**config.mk**
```make
export PLATFORM = sky130hd
export DESIGN_NAME = aes_sha3_host_link
export DESIGN_NICKNAME = d
export VERILOG_FILES = /design/src/rtl/aes_sha3_host_link_pkg.sv /design/src/rtl/host_link_byte_ser.sv /design/src/rtl/aes_sha3_host_link.sv
export SDC_FILE = /design/constraint.sdc
export NUM_CORES = 2
export LEC_CHECK = 0
export ABC_AREA = 1
export CAP_MARGIN = 5
export CORE_AREA = 2 2 311 313
export CTS_CLUSTER_SIZE = 20
export DETAILED_ROUTE_END_ITERATION = 12
export DIE_AREA = 0 0 313 315
export GPL_ROUTABILITY_DRIVEN = 0
export PLACE_DENSITY = 0.62
export SETUP_SLACK_MARGIN = 0.1
export SLEW_MARGIN = 20
export SYNTH_ARGS = -nofsm -noshare
export SYNTH_HDL_FRONTEND = slang
export SYNTH_SLANG_ARGS = --single-unit
```
**constraint.sdc**
```tcl
create_clock -name clk_i -period 2.2 [get_ports clk_i]
set_clock_uncertainty 0.15 [all_clocks]
set_input_delay 0.33 -clock clk_i [delete_from_list [all_inputs] [get_ports clk_i]]
set_output_delay 0.33 -clock clk_i [all_outputs]
set_load 0.02 [all_outputs]
```
**src/rtl/aes_sha3_host_link_pkg.sv**
```systemverilog
// Shared types and constants for the AES/SHA3 host link.
// Holds the link FSM state encoding and the byte counts of each transfer phase.
package aes_sha3_host_link_pkg;

    typedef enum logic [3:0] {
        StIdle,
        StWaitIdle,
        StSendSk,
        StWaitBusy,
        StWaitMsg,
        StSendMsg,
        StRxCipher,
        StWaitMac,
        StRxMac,
        StDone
    } state_e;

    localparam int unsigned SALT_KEY_BYTES = 32;
    localparam int unsigned MSG_BYTES      = 16;
    localparam int unsigned CIPHER_BYTES   = 16;
    localparam int unsigned MAC_BYTES      = 32;

    // States in which the link waits on the core and the abort timer runs.
    function automatic logic is_timed_state(state_e s);
        return s inside {StWaitIdle, StWaitBusy, StWaitMsg, StRxCipher, StWaitMac, StRxMac};
    endfunction

endpackage

```
**src/rtl/host_link_byte_ser.sv**
```systemverilog
// Loadable parallel-in shift register emitting bytes MSB first.
// Ports:
//   clk_i, rst_ni : clock, synchronous active-low reset
//   load_i        : load data_i and the number of bytes to emit (len_i)
//   shift_i       : advance to the next byte
//   byte_o        : byte currently at the head of the register
//   last_o        : the head byte is the final byte of the loaded block
module host_link_byte_ser
    import aes_sha3_host_link_pkg::*;
#(
    parameter int unsigned Bytes = SALT_KEY_BYTES,
    parameter int unsigned LenW  = $clog2(Bytes + 1)
) (
    input  logic               clk_i,
    input  logic               rst_ni,
    input  logic               load_i,
    input  logic [8*Bytes-1:0] data_i,
    input  logic [LenW-1:0]    len_i,
    input  logic               shift_i,
    output logic [7:0]         byte_o,
    output logic               last_o
);

    logic [8*Bytes-1:0] sr_q, sr_d;
    logic [LenW-1:0]    rem_q, rem_d;

    always_comb begin
        sr_d  = sr_q;
        rem_d = rem_q;
        if (load_i) begin
            sr_d  = data_i;
            rem_d = len_i;
        end else if (shift_i && rem_q != '0) begin
            sr_d  = {sr_q[8*Bytes-9:0], 8'h00};
            rem_d = rem_q - LenW'(1);
        end
    end

    always_ff @(posedge clk_i) begin
        if (!rst_ni) begin
            sr_q  <= '0;
            rem_q <= '0;
        end else begin
            sr_q  <= sr_d;
            rem_q <= rem_d;
        end
    end

    assign byte_o = sr_q[8*Bytes-1 -: 8];
    assign last_o = (rem_q == LenW'(1));

endmodule

```
**src/rtl/aes_sha3_host_link.sv**
```systemverilog
// Host-side link to the byte-serial AES/SHA3 core.
// Takes one job (salt||key, message, mode), streams salt||key then the message to the core
// as contiguous dev_start bursts, then collects 16 cipher bytes and 32 MAC bytes.
// Ports:
//   cmd_*  : job request handshake and payload (latched on accept)
//   dev_*  : registered core input pins / core output pins
//   rsp_*  : one-cycle completion pulse, error flag (timeout) and collected results
module aes_sha3_host_link
    import aes_sha3_host_link_pkg::*;
#(
    parameter int unsigned TIMEOUT_CYCLES = 8192,
    parameter int unsigned TO_W           = 14
) (
    input  logic         clk_i,
    input  logic         rst_ni,
    input  logic         cmd_valid_i,
    output logic         cmd_ready_o,
    input  logic         cmd_mode_i,
    input  logic [255:0] cmd_salt_key_i,
    input  logic [127:0] cmd_msg_i,
    output logic         dev_start_o,
    output logic [7:0]   dev_data_o,
    output logic         dev_mode_o,
    input  logic [7:0]   dev_data_in_i,
    input  logic         dev_valid_i,
    input  logic         dev_ien_i,
    output logic         rsp_valid_o,
    output logic         rsp_err_o,
    output logic [127:0] rsp_cipher_o,
    output logic [255:0] rsp_mac_o
);

    state_e          state_q, state_d;
    logic [4:0]      cnt_q, cnt_d;
    logic [TO_W-1:0] to_q, to_d;
    logic            seen_low_q, seen_low_d;
    logic [127:0]    msg_q, msg_d;
    logic            mode_q, mode_d;
    logic [127:0]    cipher_q, cipher_d;
    logic [255:0]    mac_q, mac_d;
    logic            start_q, start_d;
    logic [7:0]      data_q, data_d;
    logic            rsp_valid_q, rsp_valid_d;
    logic            rsp_err_q, rsp_err_d;
    logic            capture;

    logic            ser_load, ser_shift, ser_last;
    logic [255:0]    ser_data;
    logic [5:0]      ser_len;
    logic [7:0]      ser_byte;

    // Salt||key is loaded on accept; the message reloads it once the core is ready again.
    host_link_byte_ser #(
        .Bytes(SALT_KEY_BYTES),
        .LenW (6)
    ) u_ser (
        .clk_i  (clk_i),
        .rst_ni (rst_ni),
        .load_i (ser_load),
        .data_i (ser_data),
        .len_i  (ser_len),
        .shift_i(ser_shift),
        .byte_o (ser_byte),
        .last_o (ser_last)
    );

    always_comb begin
        state_d     = state_q;
        cnt_d       = cnt_q;
        to_d        = to_q;
        seen_low_d  = seen_low_q;
        msg_d       = msg_q;
        mode_d      = mode_q;
        cipher_d    = cipher_q;
        mac_d       = mac_q;
        start_d     = 1'b0;
        data_d      = 8'h00;
        rsp_valid_d = 1'b0;
        rsp_err_d   = 1'b0;
        capture     = 1'b0;
        ser_load    = 1'b0;
        ser_shift   = 1'b0;
        ser_data    = '0;
        ser_len     = '0;

        unique case (state_q)
            StIdle: begin
                if (cmd_valid_i) begin
                    msg_d    = cmd_msg_i;
                    mode_d   = cmd_mode_i;
                    cipher_d = '0;
                    mac_d    = '0;
                    cnt_d    = '0;
                    ser_load = 1'b1;
                    ser_data = cmd_salt_key_i;
                    ser_len  = 6'(SALT_KEY_BYTES);
                    state_d  = StWaitIdle;
                end
            end
            StWaitIdle: if (!dev_ien_i) state_d = StSendSk;
            StSendSk: begin
                start_d   = 1'b1;
                data_d    = ser_byte;
                ser_shift = 1'b1;
                if (ser_last) state_d = StWaitBusy;
            end
            StWaitBusy: if (dev_ien_i) state_d = StWaitMsg;
            StWaitMsg: begin
                if (!dev_ien_i) begin
                    ser_load = 1'b1;
                    ser_data = {msg_q, 128'h0};
                    ser_len  = 6'(MSG_BYTES);
                    state_d  = StSendMsg;
                end
            end
            StSendMsg: begin
                start_d   = 1'b1;
                data_d    = ser_byte;
                ser_shift = 1'b1;
                if (ser_last) begin
                    cnt_d   = '0;
                    state_d = StRxCipher;
                end
            end
            StRxCipher: begin
                if (dev_valid_i) begin
                    cipher_d[{cnt_q[3:0], 3'b000} +: 8] = dev_data_in_i;
                    capture = 1'b1;
                    if (cnt_q == 5'(CIPHER_BYTES - 1)) begin
                        cnt_d      = '0;
                        seen_low_d = 1'b0;
                        state_d    = StWaitMac;
                    end else begin
                        cnt_d = cnt_q + 5'd1;
                    end
                end
            end
            StWaitMac: begin
                // The MAC burst must be a fresh rising edge, not a continuation of the cipher.
                if (!dev_valid_i) begin
                    seen_low_d = 1'b1;
                end else if (seen_low_q) begin
                    mac_d[7:0] = dev_data_in_i;
                    capture    = 1'b1;
                    cnt_d      = 5'd1;
                    state_d    = StRxMac;
                end
            end
            StRxMac: begin
                if (dev_valid_i) begin
                    mac_d[{cnt_q, 3'b000} +: 8] = dev_data_in_i;
                    capture = 1'b1;
                    if (cnt_q == 5'(MAC_BYTES - 1)) begin
                        cnt_d       = '0;
                        rsp_valid_d = 1'b1;
                        state_d     = StDone;
                    end else begin
                        cnt_d = cnt_q + 5'd1;
                    end
                end
            end
            StDone: begin
                mode_d  = 1'b0;
                state_d = StIdle;
            end
            default: state_d = StIdle;
        endcase

        // Abort timer: restarts on any progress, fires after TIMEOUT_CYCLES idle cycles.
        if (state_d != state_q || capture) begin
            to_d = '0;
        end else if (is_timed_state(state_q)) begin
            if (to_q == TO_W'(TIMEOUT_CYCLES - 1)) begin
                to_d        = '0;
                mode_d      = 1'b0;
                start_d     = 1'b0;
                rsp_valid_d = 1'b1;
                rsp_err_d   = 1'b1;
                state_d     = StIdle;
            end else begin
                to_d = to_q + TO_W'(1);
            end
        end
    end

    always_ff @(posedge clk_i) begin
        if (!rst_ni) begin
            state_q     <= StIdle;
            cnt_q       <= '0;
            to_q        <= '0;
            seen_low_q  <= 1'b0;
            msg_q       <= '0;
            mode_q      <= 1'b0;
            cipher_q    <= '0;
            mac_q       <= '0;
            start_q     <= 1'b0;
            data_q      <= 8'h00;
            rsp_valid_q <= 1'b0;
            rsp_err_q   <= 1'b0;
        end else begin
            state_q     <= state_d;
            cnt_q       <= cnt_d;
            to_q        <= to_d;
            seen_low_q  <= seen_low_d;
            msg_q       <= msg_d;
            mode_q      <= mode_d;
            cipher_q    <= cipher_d;
            mac_q       <= mac_d;
            start_q     <= start_d;
            data_q      <= data_d;
            rsp_valid_q <= rsp_valid_d;
            rsp_err_q   <= rsp_err_d;
        end
    end

    assign cmd_ready_o  = (state_q == StIdle);
    assign dev_start_o  = start_q;
    assign dev_data_o   = data_q;
    assign dev_mode_o   = mode_q;
    assign rsp_valid_o  = rsp_valid_q;
    assign rsp_err_o    = rsp_err_q;
    assign rsp_cipher_o = cipher_q;
    assign rsp_mac_o    = mac_q;

endmodule
```
==> results.md <==
- All-Layer GR Usage: 29.5%
- Final std cell area, no fill: 0.0511 sq mm
- Reg2reg start: cnt_q[1]
- Site row count: 114
- CP Capture Point: rsp_mac_o[26]
- Post-Synth XOR/XNOR Area: less than 1%
- Die H: 315 um
- CP Launch Point: cnt_q[1]
- Share of layout cells above drive strength 1: about a fifth
- Initial DRC Count: 3689
- Worst setup EP type: register
- Adder and majority gate portion of the synthesized area: less than 1%
- Clock Tree Root: clkbuf_16
- Crit path depth: 13
- DP Area: 0.0456 sq mm
- Max incr delay on CP: roughly 0.37 ns
- Finished Layout Cells: 6909
- # IOs: 795
- Port bufs: 794
- Total iterations of the first detailed-routing run: 5
- NetSw: 11.6 mW
- P_int: around 28 mW
- DR DRC count: 0
- Share of the synthesized area in the top cell type: 48.4%
- DIE WIDTH: 313 um
- Syn Std Cell Area: 0.0335 sq mm
- Post-synthesis mux area share: 0%
- Num CTS Buffers: 89
- Syn nets: between 4000 and 5000
- Die area: 0.0986 sq mm
- Vias per cell: 5.41
- Starting density of the core: 35.0%
- Clock Latency Late Sink: ~0.67 ns
- Core Region: 0.0957 sq mm
- CTS tree: yes
- Fraction of power consumed by the clock network: between 30% and 40%
- Relative max-transition margin: 51.6%
- Cell variety after synth: 41
- Critical path buffers and inverters: 6
- Syn avg cell area: 7.42 sq um
- Cells after Synth: 4518
- MaxCap Viol Count: 0
- Ranking of synthesized cells by area: dfxtp_1 (48%), nand2_1 (15%), a21oi_1 (12%)
- CTS Buffer Depth: 3
- Worst Path Required: 2.65 ns
- Post-route ant nets: 0
- Setup CP Type: register to register
- H-tree depth: 3
- Worst setup margin: -0.0406 ns
- Final Max Tran Viols: 0
- Worst-Margin Slew: 0.726 ns
- Max Clock Freq: roughly 450 MHz
- Combinational share of power: about a fifth
- # setup viols final: 23
- Delay-heaviest family, CP: buffers and inverters
- Worst Reg2Reg Path Length in Cells: 13
- VDD IR max: 544 uV
- Clock sinks: 810
- Reg clk slew, reported paths: 0.06 ns
- Post-synth ARST share: 0%
- Area fraction in compound gates after synthesis: roughly a fifth
- Placed cells: 6669
- Pleak: 20.3 nW
- Class of the worst hold path: primary input to register
- EDFF count, synth: 0
- Crit start category: register
- R2R setup slack: -0.04 ns
- Yosys warns: 0
- Yosys top cell by area: dfxtp_1
- Pwr/cell area: about 780 mW/mm^2
- WL/cell: approximately 23 um
- #FFs+latches synth: 810
- R2R Path End: rsp_mac_o[26]
- Endpoints failing hold: 0
- Crit path cell chain: inv_4 > ha_4 > inv_1 > nand2_1 > nand2_4 > nor2_4 > buf_6 > buf_6 > clkinvlp_4 > nor2_1 > buf_4 > nand2_1 > a21oi_1
- Sw frac: 29.2%
- First-pass GRT wire length: 222000 um
- RSZ-0062 raised after global routing: yes
- Grt ovf: 0
- Failing checks: setup timing
- Simple-gate share of the synthesized area: about a quarter
- Post-Route WL: 157000 um
- Nets: 5959
- Initial antenna violation count: 25
- Vias in the first global route: 34400
- Flop pwr share: slightly above 40%
- Most used DFF post-synth: dfxtp_1
- Minimum clock period: 2.24 ns
- Area Overhead vs Synth: 52.7%
- Critical-path top delay cell: dfxtp_4
- Run status: complete, but fails checks
- Largest fanout on the critical path: 8
- Final HPWL DP: 113000 um
- Largest family of logic cells by synthesized area: simple AND/OR/NAND/NOR gates
- Period utilisation layout: 102%
- Largest net degree at the start of global routing: 149
- Via count: 37400
- Seq/Total Area, Yosys: 48.4%
- WP data arrival: 2.70 ns
[tightest hold or removal path: stages]
cell and delay, ns:
clkdlybuf4s50_1 0.39, nand2_1 0.06, a21oi_1 0.05
[logic make-up after synthesis]
group,count (synthesis)
simple gates,1887
compound gates,1368
flops,810
buf+inv,433
fa+ha+maj,11
xor+xnor,9
[timing repair]
action	4_1_cts	5_1_grt
hold buffers	1	0
pin swaps	84	154
buffers inserted	24	27
endpoints found under the hold margin	22	0
gates resized for setup	635	357
gates cloned	3	12
setup endpoints to repair	984	620
[Yosys cell counts (4+ instances only)]
cell and instances:
nand2_1 1320, dfxtp_1 810, a21oi_1 787, o21ai_0 263, clkbuf_1 222, o21ai_1 160
nor2_1 154, a31oi_1 138, nand4_1 138, nand3_1 131, inv_1 94, nor3_1 46
buf_2 40, buf_1 27, inv_2 21, buf_4 20, nor2_4 20, nor2_2 19
nor3_2 14, nand2_2 12, ha_1 11, a21oi_2 10, nand3b_1 10, nor3_4 7
xor2_1 7, nor4_1 6, nand2_4 5, o21ai_2 5, buf_6 4
[flip-flops by register name, summed over array words and instances (netlist names)]
signal / cells
u_ser.sr_q: 256
rsp_err_o: 1
rsp_cipher_o: 128
seen_low_q: 1
dev_data_o: 8
cnt_q: 5
rsp_mac_o: 256
state_q: 4
rsp_valid_o: 1
dev_start_o: 1
msg_q: 128
to_q: 14
dev_mode_o: 1
u_ser.rem_q: 6
[through the flow]
step / setup TNS [ns] / hold WS (ns) / utilization (%) / setup slack (ns) / power [mW]
floorplan: 0 / 0.255 / - / 0.0957 / 19.6
global placement: -65.16 / 0.264 / 47.6 / -0.290 / 22.9
detailed placement: -66.30 / 0.271 / 47.6 / -0.295 / 22.9
CTS: 0 / 0.0225 / 51.5 / 0.0169 / 39.0
global route: -10.17 / 0.0535 / 53.4 / -0.137 / 41.0
finish: -0.461 / 0.0606 / 53.4 / -0.0406 / 39.7
[power by group through the flow]
| stage | combinational, mW | sequential [mW] | clock (mW) |
|---|---|---|---|
| CTS | 7.13 | 16.0 | 15.8 |
| finish | 8.06 | 16.0 | 15.6 |
| global route | 8.56 | 16.1 | 16.4 |
| floorplan | 3.42 | 16.2 | 0 |
| detailed placement | 6.60 | 16.3 | 0 |
| global placement | 6.57 | 16.3 | 0 |
[per-layer routing]
layer,share of wire [%],vias to the layer above,GRT usage [%]
met3,9.1,342,8.31
met1,41,17900,37.7
li1,-,17400,-
met5,0.068,-,0
met4,4.9,16,13.3
met2,45,1726,46.3
[worst min path at each step]
| stage | to | cells past startpoint | startpoint | slack, ns |
|---|---|---|---|---|
| after floorplan | dev_data_o[7] | 2 | u_ser.sr_q[255] | 0.26 |
| after global routing | msg_q[60] | 3 | cmd_msg_i[60] | 0.05 |
| after CTS | msg_q[46] | 3 | cmd_msg_i[46] | 0.02 |
| final | msg_q[9] | 3 | cmd_msg_i[9] | 0.06 |
| after global placement | dev_data_o[2] | 2 | u_ser.sr_q[250] | 0.26 |
| after detailed placement | dev_data_o[0] | 2 | u_ser.sr_q[248] | 0.27 |
[cells in the final DEF, fill, tap and decap left out, drive strengths merged]
master	synthesis	routed
inv	117	118
o21ai	428	428
o31ai	1	1
xor2	7	7
xnor2	2	2
a21oi	797	797
nand4	138	138
bufinv	0	9
o22ai	1	1
a31o	1	1
nand2	1337	1338
nor3	67	67
clkbuf	224	135
clkinvlp	0	5
dlygate4sd2	0	395
bufbuf	0	1
nand3	135	135
clkdlybuf4s50	0	397
or2	1	1
diode	0	19
a31oi	139	139
buf	92	452
nand3b	10	10
a211oi	1	1
ha	11	11
dlygate4sd3	0	1
nor4	6	6
nor2	193	194
clkinv	0	14
dfxtp	810	810
[layout make-up]
class                      count  area (sq um)
inverter                     117           531
fill                        9013         44600
tap                         1276          1600
sequential                   810         16200
multi-input combinational   3277         17300
antenna                       19          47.5
clock buffer                 126          2600
timing repair buffer        1255         12400
clock inverter                29           433
Power figures use the tool's default switching activity.
